**src/rtl/poly_decompress.sv**
```systemverilog
// Unpacks a little-endian stream of D-bit compressed coefficients and decompresses
// each to round(x*3329/2^D), emitting even-indexed pairs. Optional: POLY_DECOMPRESS_RAW_EN.
module poly_decompress #(
    parameter int D    = 10,
    parameter int N    = 256,
    parameter int BUFW = 32
) (
    input  logic        clk,
    input  logic        reset,
    input  logic        set,
    input  logic        start,
    input  logic        readin,
    input  logic        full_in,
    input  logic [7:0]  din,
`ifdef POLY_DECOMPRESS_RAW_EN
    input  logic        raw_mode,
`endif
    output logic        readin_ok,
    output logic [15:0] dout_1,
    output logic [15:0] dout_2,
    output logic [7:0]  out_index,
    output logic        readout,
    output logic        done,
    output logic        err
);

    localparam int NBYTES = N * D / 8;
    localparam int PAIRS  = N / 2;
    localparam int CW     = $clog2(BUFW + 1);
    localparam int BCW    = $clog2(NBYTES + 1);
    localparam int PCW    = $clog2(PAIRS + 1);
    localparam int PW     = D + 12;
    localparam logic [PW-1:0] Q     = PW'(3329);
    localparam logic [PW-1:0] ROUND = PW'(1) << (D - 1);

    // Handshake: a byte on din is consumed at a rising edge exactly when
    // readin & readin_ok & set are all high; readout is a one-cycle valid with
    // no backpressure, and like every register it holds while set is low.
    typedef enum logic [1:0] {
        S_IDLE  = 2'd0,
        S_RUN   = 2'd1,
        S_DRAIN = 2'd2,
        S_DONE  = 2'd3
    } state_t;

    state_t          state;
    logic [BUFW-1:0] bit_buf;
    logic [CW-1:0]   bit_cnt;
    logic [BCW-1:0]  byte_cnt;
    logic [PCW-1:0]  pair_cnt;
`ifdef POLY_DECOMPRESS_RAW_EN
    logic            raw_q;
`endif

    logic            accept;
    logic            extract;
    logic            last_byte;
    logic [BUFW-1:0] buf_shift;
    logic [BUFW-1:0] buf_next;
    logic [CW-1:0]   pos;
    logic [CW-1:0]   cnt_next;
    logic [D-1:0]    x0;
    logic [D-1:0]    x1;
    logic [15:0]     c0;
    logic [15:0]     c1;

    function automatic logic [15:0] decomp(input logic [D-1:0] x);
        logic [PW-1:0] prod;
        prod   = (PW'(x) * Q) + ROUND;
        decomp = 16'(prod >> D);
    endfunction

    assign readin_ok = (state == S_RUN) && (bit_cnt <= CW'(BUFW - 8));
    assign accept    = readin && readin_ok && set;
    assign extract   = ((state == S_RUN) || (state == S_DRAIN)) &&
                       (bit_cnt >= CW'(2 * D)) && (pair_cnt < PCW'(PAIRS));
    assign last_byte = (byte_cnt == BCW'(NBYTES - 1));
    assign x0        = bit_buf[D-1:0];
    assign x1        = bit_buf[2*D-1:D];

    // A byte accepted in an extraction cycle lands just above the bits that remain.
    always_comb begin
        buf_shift = extract ? (bit_buf >> (2 * D)) : bit_buf;
        pos       = extract ? (bit_cnt - CW'(2 * D)) : bit_cnt;
        buf_next  = buf_shift;
        cnt_next  = pos;
        if (accept) begin
            buf_next = buf_shift | (BUFW'(din) << pos);
            cnt_next = pos + CW'(8);
        end
    end

    always_comb begin
        c0 = decomp(x0);
        c1 = decomp(x1);
`ifdef POLY_DECOMPRESS_RAW_EN
        if (raw_q) begin
            c0 = 16'(x0);
            c1 = 16'(x1);
        end
`endif
    end

    always_ff @(posedge clk or posedge reset) begin
        if (reset) begin
            state     <= S_IDLE;
            bit_buf   <= '0;
            bit_cnt   <= '0;
            byte_cnt  <= '0;
            pair_cnt  <= '0;
            dout_1    <= '0;
            dout_2    <= '0;
            out_index <= '0;
            readout   <= 1'b0;
            done      <= 1'b0;
            err       <= 1'b0;
`ifdef POLY_DECOMPRESS_RAW_EN
            raw_q     <= 1'b0;
`endif
        end else if (set) begin
            readout <= 1'b0;
            bit_buf <= buf_next;
            bit_cnt <= cnt_next;
            if (accept) begin
                byte_cnt <= byte_cnt + BCW'(1);
            end
            if (extract) begin
                dout_1    <= c0;
                dout_2    <= c1;
                out_index <= 8'({pair_cnt, 1'b0});
                readout   <= 1'b1;
                pair_cnt  <= pair_cnt + PCW'(1);
            end
            case (state)
                S_IDLE, S_DONE: begin
                    if (start) begin
                        state    <= S_RUN;
                        bit_buf  <= '0;
                        bit_cnt  <= '0;
                        byte_cnt <= '0;
                        pair_cnt <= '0;
                        done     <= 1'b0;
                        err      <= 1'b0;
`ifdef POLY_DECOMPRESS_RAW_EN
                        raw_q    <= raw_mode;
`endif
                    end
                end
                S_RUN: begin
                    if (accept && (last_byte || full_in)) begin
                        state <= S_DRAIN;
                        if (full_in && !last_byte) begin
                            err <= 1'b1;
                        end
                    end
                end
                S_DRAIN: begin
                    // Nothing left to extract: either all pairs are out or the
                    // leftover bits after an early full_in cannot form a pair.
                    if (!extract) begin
                        state <= S_DONE;
                        done  <= 1'b1;
                    end
                end
                default: state <= S_IDLE;
            endcase
        end
    end

endmodule
```
**config.mk**
```make
export PLATFORM = sky130hd
export DESIGN_NAME = poly_decompress
export DESIGN_NICKNAME = d
export VERILOG_FILES = /design/src/rtl/poly_decompress.sv
export SDC_FILE = /design/constraint.sdc
export NUM_CORES = 1
export LEC_CHECK = 0
export ABC_AREA = 1
export CAP_MARGIN = 20
export CORE_ASPECT_RATIO = 0.6
export CORE_MARGIN = 5
export CORE_UTILIZATION = 60
export DETAILED_ROUTE_END_ITERATION = 6
export GPL_TIMING_DRIVEN = 1
export PLACE_DENSITY = 0.9
export SLEW_MARGIN = 20
export SYNTH_ARGS = -nofsm -noshare
export SYNTH_HDL_FRONTEND = slang
export SYNTH_SLANG_ARGS = --single-unit
```
**constraint.sdc**
```tcl
create_clock -name clk -period 5 [get_ports clk]
set_clock_uncertainty 0.15 [all_clocks]
set_input_delay 0.75 -clock clk [delete_from_list [all_inputs] [get_ports clk]]
set_output_delay 0.75 -clock clk [all_outputs]
set_load 0.02 [all_outputs]
```
==> out/qor.yml, run 1 <==
required_ns: 5.09
cts_root_buffer: "clkbuf_16"
slew_viol_final: 0
endpoint_kind: "flip-flop"
placement.io_buffers: 48
pin_count: 58
drtAntennaViolNets: 0
layout.nets: 1080
ys_ff_latch: 89
postCtsSetupBuffers: 0
tritoncts: "built"
cts_resized: 0
vias_per_cell: 5.57
setup_ws_ns: 1.28
antenna_found_initial: 0
overflow: 0
wl_mm: 16.0
synthCells: 900
power_density_nw_per_um2: 512
synth.cells.most_frequent: "nand2_1 (277), ha_1 (115), inv_1 (108)"
ctsHoldBuffers: 0
post-synth-top-count-cell: "nand2_1"
syn_area_um2: 7110
muxShareOfSynthArea_pct: 0.845
rows: 30
intPower_w: 0.00212
yosys.area_share.simple_pct: 22.7
core_um2: 11400
tightest_slew_ns: 1.01
htreeDepth: 3
area_growth_pct: 11.9
ys_types: 42
critPathLaunchType: "flip-flop"
switching_share_pct: 47.9
slowest_stage: "fa_1"
hold_ws_ns: 0.326
pwr-share-comb_pct: 57.4
outcome: "complete, no violations"
slowest_delay_ns: 0.55
post-route-period-util_pct: 74.4
power_w: 0.00408
synth_xor_xnor_area_share_pct: 2.46
cpMostUsedCell: "ha_1"
drt_iter0_markers: 584
crit_buf_inv: 4
irDropWorstVdd_v: 0.000290
path_cells: "ha_1, ha_1, inv_1, fa_1, inv_1, ha_1, ha_1, ha_1, inv_1, o21ai_0, inv_1, o2111ai_1, or2_2, nand3_1, nand2_1"
synth_adder_area_share_pct: 24.2
place_ws_ns: 1.29
clock.fmax_mhz: 269
crit_fanout: 7
async_flop_share_pct: 100
cp.arrival_ns: 3.81
yosysSeqAreaShare_pct: 31.3
vias: 6137
cts_sinks: 89
relSlewSlack_pct: 32.0
die_height_um: 94.3
synth_area_leaders: "dfrtp_1 (31%), ha_1 (20%), nand2_1 (15%)"
start_util_pct: 62.1
synth_top_area_cell: "dfrtp_1"
cellLeakagePower_nw: 4.49
ys.warnings.count: 0
switchingPower_w: 0.00195
period_needed_ns: 3.72
synth_area_per_cell_um2: 7.90
layout-drive-gt1-share_pct: 4.88
grt_setup_unrepaired: "no"
final-hold-violation-count: 0
synth_compound_area_share_pct: 9.70
cts-buffers-inserted: 9
clk_path_buf_depth: 2
die_area_um2: 14200
hold_path.class: "flip-flop to flip-flop"
grt_max_degree: 59
yosysTopAreaCellShare_pct: 31.3
track_usage_pct: 23.8
cp_top_family: "adder cells"
clock_latency_ns: 0.35
seqPwrFrac_pct: 26.3
drc: 0
clk_pin_slew_worst_paths_ns: 0.07
dp_hpwl_mm: 12.0
setup_violations: 0
antennaDiodeCount: 0
grt_pass1_vias: 5871
grt_pass1_wl_mm: 27.5
synth_edf_count: 0
routabilityCongestion: 0.897
drt-pass1-iter-count: 5
crit_type: "flip-flop to flip-flop"
synth-main-ff-cell: "dfrtp_1"
post_drt_wl_per_cell_um: 14.5
p_clk_share_pct: 16.2
synth_top_family_by_area: "adder cells"
die_x_um: 151
tns_ns: 0
max_cap_viol_count: 0
[cell families after synthesis]
kind of cell | count (synthesis)
and+or+nand+nor | 383
buffers and inverters | 147
adders and majority gates | 129
AOI/OAI and AO/OA | 125
DFF | 89
xor gates and xnor gates | 20
muxes | 6
other | 1
[worst paths after layout]
| check | startpoint | end | slack [ns] | cells after the start |
|---|---|---|---|---|
| max | bit_buf[19] | dout_2[11] | 1.28 | 15 |
| min | dout_2[0] | dout_2[0] | 0.33 | 2 |
| max reg2reg | bit_buf[19] | dout_2[11] | 1.28 | 15 |
| min reg2reg | dout_2[0] | dout_2[0] | 0.33 | 2 |
| max in group asynchronous | reset | pair_cnt[7] | 3.06 | 3 |
| min in group asynchronous | reset | dout_2[1] | 0.74 | 2 |
[tightest hold or removal path, stage by stage, from the launching register on]
cell,delay (ns)
dfrtp_1,0.34
nand2_1,0.05
nand2_1,0.05
[cells in the final DEF (no fill, tap or decap), types with 3 or more instances in the layout]
cell type	instances
clkinv_4	3
o21ai_1	23
inv_2	4
o21ai_2	4
dfrtp_1	89
nand2_2	5
nor3_1	6
nand3_1	47
conb_1	9
nand2_1	277
xnor2_1	11
mux2i_1	6
clkbuf_16	9
fa_1	14
nand3_2	6
o21ai_0	57
nor2_1	28
clkdlybuf4s50_1	48
ha_1	115
nand4_1	7
inv_1	107
a21oi_1	25
xor2_1	9
buf_4	3
o22ai_1	3
[power by group through the flow]
stage,Clock [W],Combinational (W),Sequential (W)
after floorplan,0,0.00159,0.00117
after global placement,0,0.00222,0.00108
after detailed placement,0,0.00231,0.00108
after CTS,0.000667,0.00234,0.00107
after global routing,0.000701,0.00264,0.00110
final,0.000661,0.00234,0.00107
[sequential cells by signal, indices dropped and copies added (netlist names)]
signal and count:
out_index 7, done 1, dout_2 12, readout 1, state 2, bit_buf 32, byte_cnt 9, pair_cnt 8
dout_1 12, err 1, bit_cnt 4
[routing by layer]
metal	vias up	wire length (µm)	GRT usage, %
met5	-	0	0
met3	22	1230	5.35
met2	241	7280	37.4
met4	0	180	5.10
li1	2981	-	-
met1	2893	7280	33.9
[metrics by stage]
stage / util [%] / cell area, µm² / instances
2_1_floorplan: - / 7140 / 908
3_3_place_gp: 67.0 / 7670 / 1086
3_5_place_dp: 67.0 / 7670 / 1086
4_1_cts: 69.5 / 7950 / 1102
5_1_grt: 69.5 / 7960 / 1102
6_report: 69.5 / 7960 / 1102
[area by class of cell]
type                       instances  area [µm²]
tap                              160         200
clock buffer                      10         239
sequential                        89        2230
clock inverter                     6        48.8
multi-input combinational        672        4290
timing repair buffer              52         523
inverter                         113         427
fill                             882        3490
No activity file was read; power rests on OpenSTA's default activity.
==> inputs of run 2 (changes only) <==
==> constraint.sdc (replaced) <==
create_clock -name clk -period 3.6 [get_ports clk]
set_clock_uncertainty 0.15 [all_clocks]
set_input_delay 0.54 -clock clk [delete_from_list [all_inputs] [get_ports clk]]
set_output_delay 0.54 -clock clk [all_outputs]
set_load 0.02 [all_outputs]
==> run 2 against run 1 <==
Against the previous run:
- global-route usage increased by 0.21 points
- die area unchanged
- core utilization grew 3.1 points
- non-clock buffer count up 14
- hold slack got worse by 0.0042 ns
- first-iteration DRC count is 24% lower
- clock power rose by 45%
- wire length increased by 6.7%
- register-to-register slack lost 1.2 ns
- sequential share of layout area shrank 1.2 points
- combinational power increased by 54%
==> out/qor.yml, run 2 (synthesis results as in run 1) <==
max_cap_viol_count: 0
tightest_slew_ns: 0.998
slew_viol_final: 0
cts-buffers-inserted: 9
fin_cells: 1116
post-route-period-util_pct: 97.6
drt_iter0_markers: 441
grt_pass1_vias: 5959
dp_cells: 1097
cellLeakagePower_nw: 4.51
layout.nets: 1094
drt-pass1-iter-count: 5
core_um2: 11400
overflow: 0
drtAntennaViolNets: 0
fill_cells: 825
period_needed_ns: 3.51
seqPwrFrac_pct: 24.3
top_regs: "bit_buf (32), dout_1 (12), dout_2 (12)"
critPathLaunchType: "flip-flop"
grt_busiest_layer: "met2"
cts_root_buffer: "clkbuf_16"
final-hold-violation-count: 0
outcome: "complete, no violations"
irDropWorstVdd_v: 0.000444
setup_violations: 0
cts_sinks: 89
clk_path_buf_depth: 2
vias: 6225
grt_max_degree: 58
tritoncts: "built"
track_usage_pct: 24.1
largest_reg_flops: 32
antenna_found_initial: 0
power_w: 0.00603
htreeDepth: 3
die_height_um: 94.3
die_area_um2: 14200
placement.io_buffers: 48
switching_share_pct: 47.2
hold_ws_ns: 0.322
cp.arrival_ns: 3.60
required_ns: 3.69
die_x_um: 151
wl_mm: 17.0
dp_hpwl_mm: 11.9
post_drt_wl_per_cell_um: 15.3
area_growth_pct: 17.0
pin_count: 58
crit_fanout: 5
clk_pin_slew_worst_paths_ns: 0.06
layout-drive-gt1-share_pct: 9.41
crit_start: "bit_buf[15]"
power_density_nw_per_um2: 725
met2_usage_pct: 40.2
routabilityCongestion: 0.903
min-delay-start: "dout_1[0]"
vias_per_cell: 5.58
switchingPower_w: 0.00285
pwr-share-comb_pct: 59.8
fin_util_pct: 72.6
crit_type: "flip-flop to flip-flop"
grt_use_met3_pct: 5.59
final_common_cell: "nand2_1"
regMostFlops: "bit_buf"
start_util_pct: 62.1
grt_pass1_wl_mm: 27.7
clock_latency_ns: 0.35
grt_util_met1_pct: 32.1
antennaDiodeCount: 0
crit-reg2reg-launch: "bit_buf[15]"
tns_ns: 0
p_clk_share_pct: 15.9
layout_common_cells: "nand2_1 (277), inv_1 (106), ha_1 (97)"
relSlewSlack_pct: 33.1
drc: 0
intPower_w: 0.00318
hold_path.class: "flip-flop to flip-flop"
endpoint_kind: "flip-flop"
rows: 30
clock.fmax_mhz: 285
[run 2: cell count changes in the layout (fill, tap and decap cells not counted), sizes merged]
| cell | delta |
|---|---|
| buf | +14 |
| inv | -2 |
| bufinv | +1 |
| clkbuf | -1 |
| clkinv | +1 |
| clkinvlp | +1 |
[run 2: final timing paths]
check                      slack (ns)          end  depth (start not counted)
max reg2reg                      0.09   dout_2[11]                         13
min reg2reg                      0.32    dout_1[0]                          2
max                              0.09   dout_2[11]                         13
min                              0.32    dout_1[0]                          2
max in group asynchronous        2.13  bit_buf[18]                          3
min in group asynchronous        0.43   dout_1[10]                          2
[run 2: cell type report]
type	count	area, µm²	area share (%)
multi-input combinational	672	4530	54.5
sequential	89	2230	26.8
timing repair buffer	66	628	7.56
inverter	113	425	5.12
clock buffer	9	225	2.71
tap	160	200	2.41
clock inverter	7	70.1	0.843
[run 2: what timing repair did]
item | 4_1_cts | 5_1_grt
endpoints found under the setup margin | 3 | 9
setup buffers | 1 | 2
resized for setup | 4 | 31
hold buffers | 0 | 0
[run 2: worst max-delay path, stage by stage (launching register included)]
cell	delay [ns]
dfrtp_1	0.43
ha_1	0.33
ha_1	0.31
fa_1	0.59
ha_4	0.23
ha_4	0.24
ha_4	0.26
a21oi_2	0.14
o21ai_0	0.11
nand2_1	0.08
o2111ai_1	0.13
or2_2	0.30
nand3_1	0.07
nand2_1	0.05
[run 2: layer usage]
metal / up-vias / share of wire (%) / wire, µm
met5: - / 0 / 0
met4: 0 / 1.4 / 235
met3: 30 / 5.9 / 997
met2: 193 / 49 / 8330
met1: 2989 / 44 / 7470
li1: 3013 / - / -
[run 2: through the flow]
stage / instance area [µm²] / worst slack (ns)
floorplan: 7140 / 0.153
global placement: 7750 / 0.0649
detailed placement: 7750 / -0.0218
CTS: 8090 / 0.0129
global route: 8310 / -0.0440
finish: 8310 / 0.0861
[run 2: power by group through the flow]
stage,registers (W),clock network (W),logic [W]
after floorplan,0.00163,0,0.00221
after global placement,0.00147,0,0.00314
after detailed placement,0.00148,0,0.00328
after CTS,0.00146,0.000958,0.00336
after global routing,0.00150,0.00102,0.00402
final,0.00147,0.000957,0.00361
==> RTL change 1 (flow settings as in run 1) <==
Change the parameter `BUFW` from 32 to 64.
--- a/src/rtl/poly_decompress.sv
+++ b/src/rtl/poly_decompress.sv
@@ -3,7 +3,7 @@
 module poly_decompress #(
     parameter int D    = 10,
     parameter int N    = 256,
-    parameter int BUFW = 32
+    parameter int BUFW = 64
 ) (
     input  logic        clk,
     input  logic        reset,
Behaviour: no difference found for any inputs over 4 cycles, from zero or initial values and one cycle with reset high; that may be too few to reach the edited logic, so the function may still have changed.
==> RTL change 1 against run 1 <==
Cell count rose by 36%; utilization fell by 0.64 points; critical path depth rose by 3; worst setup slack got worse by 0.22 ns; global-route usage rose by 2.7 points; power rose by 51%; area after synthesis rose by 34%; first-iteration DRC count rose by 65%; combinational power rose by 45%; wire length rose by 51%; sequential power rose by 34%; final area rose by 34%; critical path type unchanged; sequential cell count rose by 33.
==> RTL change 1: results (changes against run 1) <==
Run status
  • Status: completed (unchanged)

Global route
  • All-Layer GR Usage: 26.5% (was 23.8%)
  • Largest net degree at the start of global routing: 67 (was 59)
  • First-pass GRT wire length: 40400 um (was 27500 um)
  • Vias in the first global route: 8172 (was 5871)

Logic synthesis
  • Post-synthesis sequential area ratio: 31.9% (was 31.3%)
  • Top cells by count, synth: 445 x nand2_1, 123 x inv_1, 122 x dfrtp_1 (was 277 x nand2_1, 115 x ha_1, 108 x inv_1)
  • FFs w/ async S/R, synth: 100% (unchanged)
  • Top area cells in the synthesized netlist: dfrtp_1 32%, nand2_1 17%, ha_1 15% (was dfrtp_1 31%, ha_1 20%, nand2_1 15%)
  • Mean Syn Cell Area: 7.63 sq um (was 7.90 sq um)

Pwr
  • Power Density: 576 nW/um^2 (was 512 nW/um^2)
  • Combinational power: 3.39 mW (was 2.34 mW)
  • Peak VDD IR: 501 uV (was 290 uV)
  • Sw frac: 48.7% (was 47.9%)
  • Flop+latch power: 1.43 mW (was 1.07 mW)
  • Pleak: 6.17 nW (was 4.49 nW)

Worst setup path
  • Arr. time, crit path: 4.10 ns (was 3.81 ns)
  • Reg2reg path depth: 18 (was 15)
  • Reg-to-Reg End: dout_2[10] (was dout_2[11])
  • Crit Path Category: flop to flop (unchanged)
  • CP peak stage delay: 0.57 ns (was 0.55 ns)

Cells and area
  • Share of layout cells above drive strength 1: 8.66% (was 4.88%)
  • Post-layout nets: 1423 (was 1080)
  • Non-filler cells, final: 1496 (was 1102)

Clock network
  • Htree depth: 4 (was 3)
  • Inserted Clock Buffers: 17 (was 9)
  • Worst-skew pair later-pin latency: 0.42 ns (was 0.35 ns)

Drt
  • Routed WL: 24100 um (was 16000 um)
  • Starting DRT DRC Count: 962 (was 584)
  • Vias/cell: 5.71 (was 5.57)

Placed design
  • DP Wirelength: 16500 um (was 12000 um)
  • Post-place setup slack: 1.16 ns (was 1.29 ns)
  • Gp weighted congestion: 0.922 (was 0.897)
  • Area of placed instances: 10000 sq um (was 7670 sq um)

Timing
  • Slew headroom: 43.3% (was 32.0%)
RTL change 1: routing by layer:
| metal | share of wire, % | wire (um) | vias to the layer above | track usage, % |
|---|---|---|---|---|
| li1 | - | - | 4042 | - |
| met1 | 44 | 10500 | 4021 | 36.8 |
| met2 | 44 | 10600 | 429 | 41.1 |
| met3 | 11 | 2540 | 49 | 7.02 |
| met4 | 1.9 | 446 | 0 | 7.51 |
| met5 | 0 | 0 | - | 0 |
RTL change 1: layout make-up:
class,count,area [sq um]
timing repair buffer,59,563
clock buffer,18,439
sequential,122,3050
clock inverter,14,184
tap,203,254
fill,1164,4830
inverter,149,562
multi-input combinational,931,5620
RTL change 1: kinds of logic (layout without fill, tap and decap cells):
family                   Yosys count  count (layout)  share of synthesized area (%)
multiplexers                      34              34                           4.78
XOR/XNOR                          20              20                           1.83
AND/OR/NAND/NOR                  643             643                           28.3
AO/OA/AOI/OAI                     96              96                           5.51
other                              1               9                         0.0392
flip-flops                       122             122                           31.9
buffers and inverters            208             240                           9.57
adder cells (fa/ha/maj)          129             129                           18.0
RTL change 1: how the worst min path moves through the flow:
stage / depth (start not counted) / slack (ns) / endpoint / startpoint
4_1_cts: 2 / 0.33 / dout_1[9] / dout_1[9]
3_5_place_dp: 2 / 0.31 / dout_1[9] / dout_1[9]
3_3_place_gp: 2 / 0.30 / out_index[7] / out_index[7]
5_1_grt: 2 / 0.34 / dout_1[7] / dout_1[7]
2_1_floorplan: 2 / 0.30 / bit_buf[23] / bit_buf[23]
6_report: 2 / 0.33 / dout_2[9] / dout_2[9]
==> RTL change 2 (flow settings as in run 1) <==
Made on the original files. Compare `byte_cnt` against `BCW'(NBYTES - 1)` with >= in place of ==.
--- a/src/rtl/poly_decompress.sv
+++ b/src/rtl/poly_decompress.sv
@@ -74,7 +74,7 @@
     assign accept    = readin && readin_ok && set;
     assign extract   = ((state == S_RUN) || (state == S_DRAIN)) &&
                        (bit_cnt >= CW'(2 * D)) && (pair_cnt < PCW'(PAIRS));
-    assign last_byte = (byte_cnt == BCW'(NBYTES - 1));
+    assign last_byte = (byte_cnt >= BCW'(NBYTES - 1));
     assign x0        = bit_buf[D-1:0];
     assign x1        = bit_buf[2*D-1:D];
 
Formal check against the unedited RTL: no difference found for any inputs over 4 cycles, from zero or initial values and one cycle with reset high; that may be too few to reach the edited logic, so the function may still have changed.
==> RTL change 2 against run 1 <==
Sequential share of layout area fell by 0.28 points; non-clock buffer count fell by 3; worst setup slack got worse by 0.076 ns; area after synthesis rose by 1.3%; sequential cell count did not move; power rose by 3.4%; final area rose by 1.0%; via count fell by 0.36%; wire length rose by 2.9%.
==> RTL change 2: results (changes against run 1) <==
Pwr
  • Peak VDD IR: 299 uV (was 290 uV)
  • Clock power share: 16.8% (was 16.2%)
  • Reg power frac: 25.9% (was 26.3%)
  • Pleak: 4.50 nW (was 4.49 nW)
  • Pint: 2.16 mW (was 2.12 mW)

Worst setup path
  • CP peak stage delay: 0.54 ns
  • CP max-delay cell: fa_1 (unchanged)
  • Crit Path Max Fanout: 5 (was 7)
  • Arr. time, crit path: 3.89 ns (was 3.81 ns)

Cells and area
  • Top reg by flops: bit_buf (unchanged)
  • Post-layout nets: 1076 (was 1080)
  • Fill cell count: 924 (was 882)
  • Largest regs: bit_buf (32), dout_1 (12), dout_2 (12) (unchanged)
  • Diodes inserted: 0 (unchanged)
  • Share of layout cells above drive strength 1: 6.18% (was 4.88%)

Logic synthesis
  • Top FF cell, synth: dfrtp_1 (unchanged)
  • Top cells by count, synth: 275 x nand2_1, 115 x ha_1, 99 x inv_1 (was 277 x nand2_1, 115 x ha_1, 108 x inv_1)
  • Post-synthesis cell type count: 46 (was 42)
  • Post-synthesis sequential area ratio: 30.9% (was 31.3%)
  • Top area cells in the synthesized netlist: dfrtp_1 31%, ha_1 20%, nand2_1 14% (was dfrtp_1 31%, ha_1 20%, nand2_1 15%)
  • Mean Syn Cell Area: 8.02 sq um (was 7.90 sq um)
  • FFs w/ async S/R, synth: 100% (unchanged)

Run status
  • Status: completed (unchanged)

Global route
  • All-Layer GR Usage: 24.5% (was 23.8%)
  • Largest net degree at the start of global routing: 54 (was 59)
  • First-pass GRT wire length: 27900 um (was 27500 um)
  • GRT met2 Usage: 36.5% (was 37.4%)
  • Met1 GRT Util: 35.4% (was 33.9%)
  • Vias in the first global route: 5801 (was 5871)
  • Met3 Usage GRT: 6.47% (was 5.35%)

Drt
  • DRT Pass-1 Iters: 6 (was 5)
  • Vias/cell: 5.54 (was 5.57)
  • Vias: 6115 (was 6137)
  • Average routed wire per standard cell: 14.9 um (was 14.5 um)
  • Met2 wire len: 7300 um (was 7280 um)
  • Routed wl met3: 1420 um (was 1230 um)
  • Met1 WL: 7440 um (was 7280 um)
  • Starting DRT DRC Count: 540 (was 584)

Timing
  • Slew headroom: 29.9% (was 32.0%)
  • Setup TNS: 0 ns (unchanged)

Clock network
  • Worst-skew pair later-pin latency: 0.35 ns (about the same)
  • Inserted Clock Buffers: 9 (unchanged)
  • Clock transition at path regs: 0.08 ns
  • # resized after CTS: 0 (unchanged)

Placed design
  • DP Wirelength: 12300 um (was 12000 um)
  • Area of placed instances: 7730 sq um (was 7670 sq um)
  • Gp weighted congestion: 0.957 (was 0.897)
==> RTL change 2: final timing paths <==
check / to / start / cells after the start / slack, ns
max: dout_1[11] / bit_buf[5] / 15 / 1.20
min: byte_cnt[4] / byte_cnt[4] / 1 / 0.32
max reg2reg: dout_1[11] / bit_buf[5] / 15 / 1.20
min reg2reg: byte_cnt[4] / byte_cnt[4] / 1 / 0.32
max in group asynchronous: bit_buf[5] / reset / 3 / 2.94
min in group asynchronous: dout_2[8] / reset / 2 / 0.73
==> RTL change 2: final cells by class <==
class	instances	area share (%)
Timing Repair Buffer	49	6.07
Sequential cell	89	27.7
Multi-Input combinational cell	675	54.7
Clock buffer	9	2.80
Tap cell	165	2.57
Inverter	109	5.17
Clock inverter	7	1.01
==> RTL change 2: logic make-up after synthesis <==
group	synth area share [%]
and+or+nand+nor	24.0
buffers and inverters	8.50
adders and majority gates	23.9
AOI/OAI and AO/OA	8.97
DFF	30.9
xor gates and xnor gates	2.80
muxes	0.834
other	0.0521
==> RTL change 2: worst max-delay path: cells and delay by family, from the launching register on <==
family	cells	cell delay, ns
buffers and inverters	2	0.10
DFF	1	0.45
adders and majority gates	6	2.09
AOI/OAI and AO/OA	3	0.41
and+or+nand+nor	4	0.50
==> RTL change 2: metrics by stage <==
step | hold slack (ns) | util, % | power (mW) | setup WS [ns]
4_1_cts | 0.319 | 67.5 | 4.21 | 1.23
3_5_place_dp | 0.309 | 64.9 | 3.46 | 1.25
6_report | 0.316 | 67.5 | 4.21 | 1.20
3_3_place_gp | 0.304 | 64.9 | 3.37 | 1.38
5_1_grt | 0.356 | 67.5 | 4.58 | 0.948
2_1_floorplan | 0.288 | - | 2.84 | 1.48
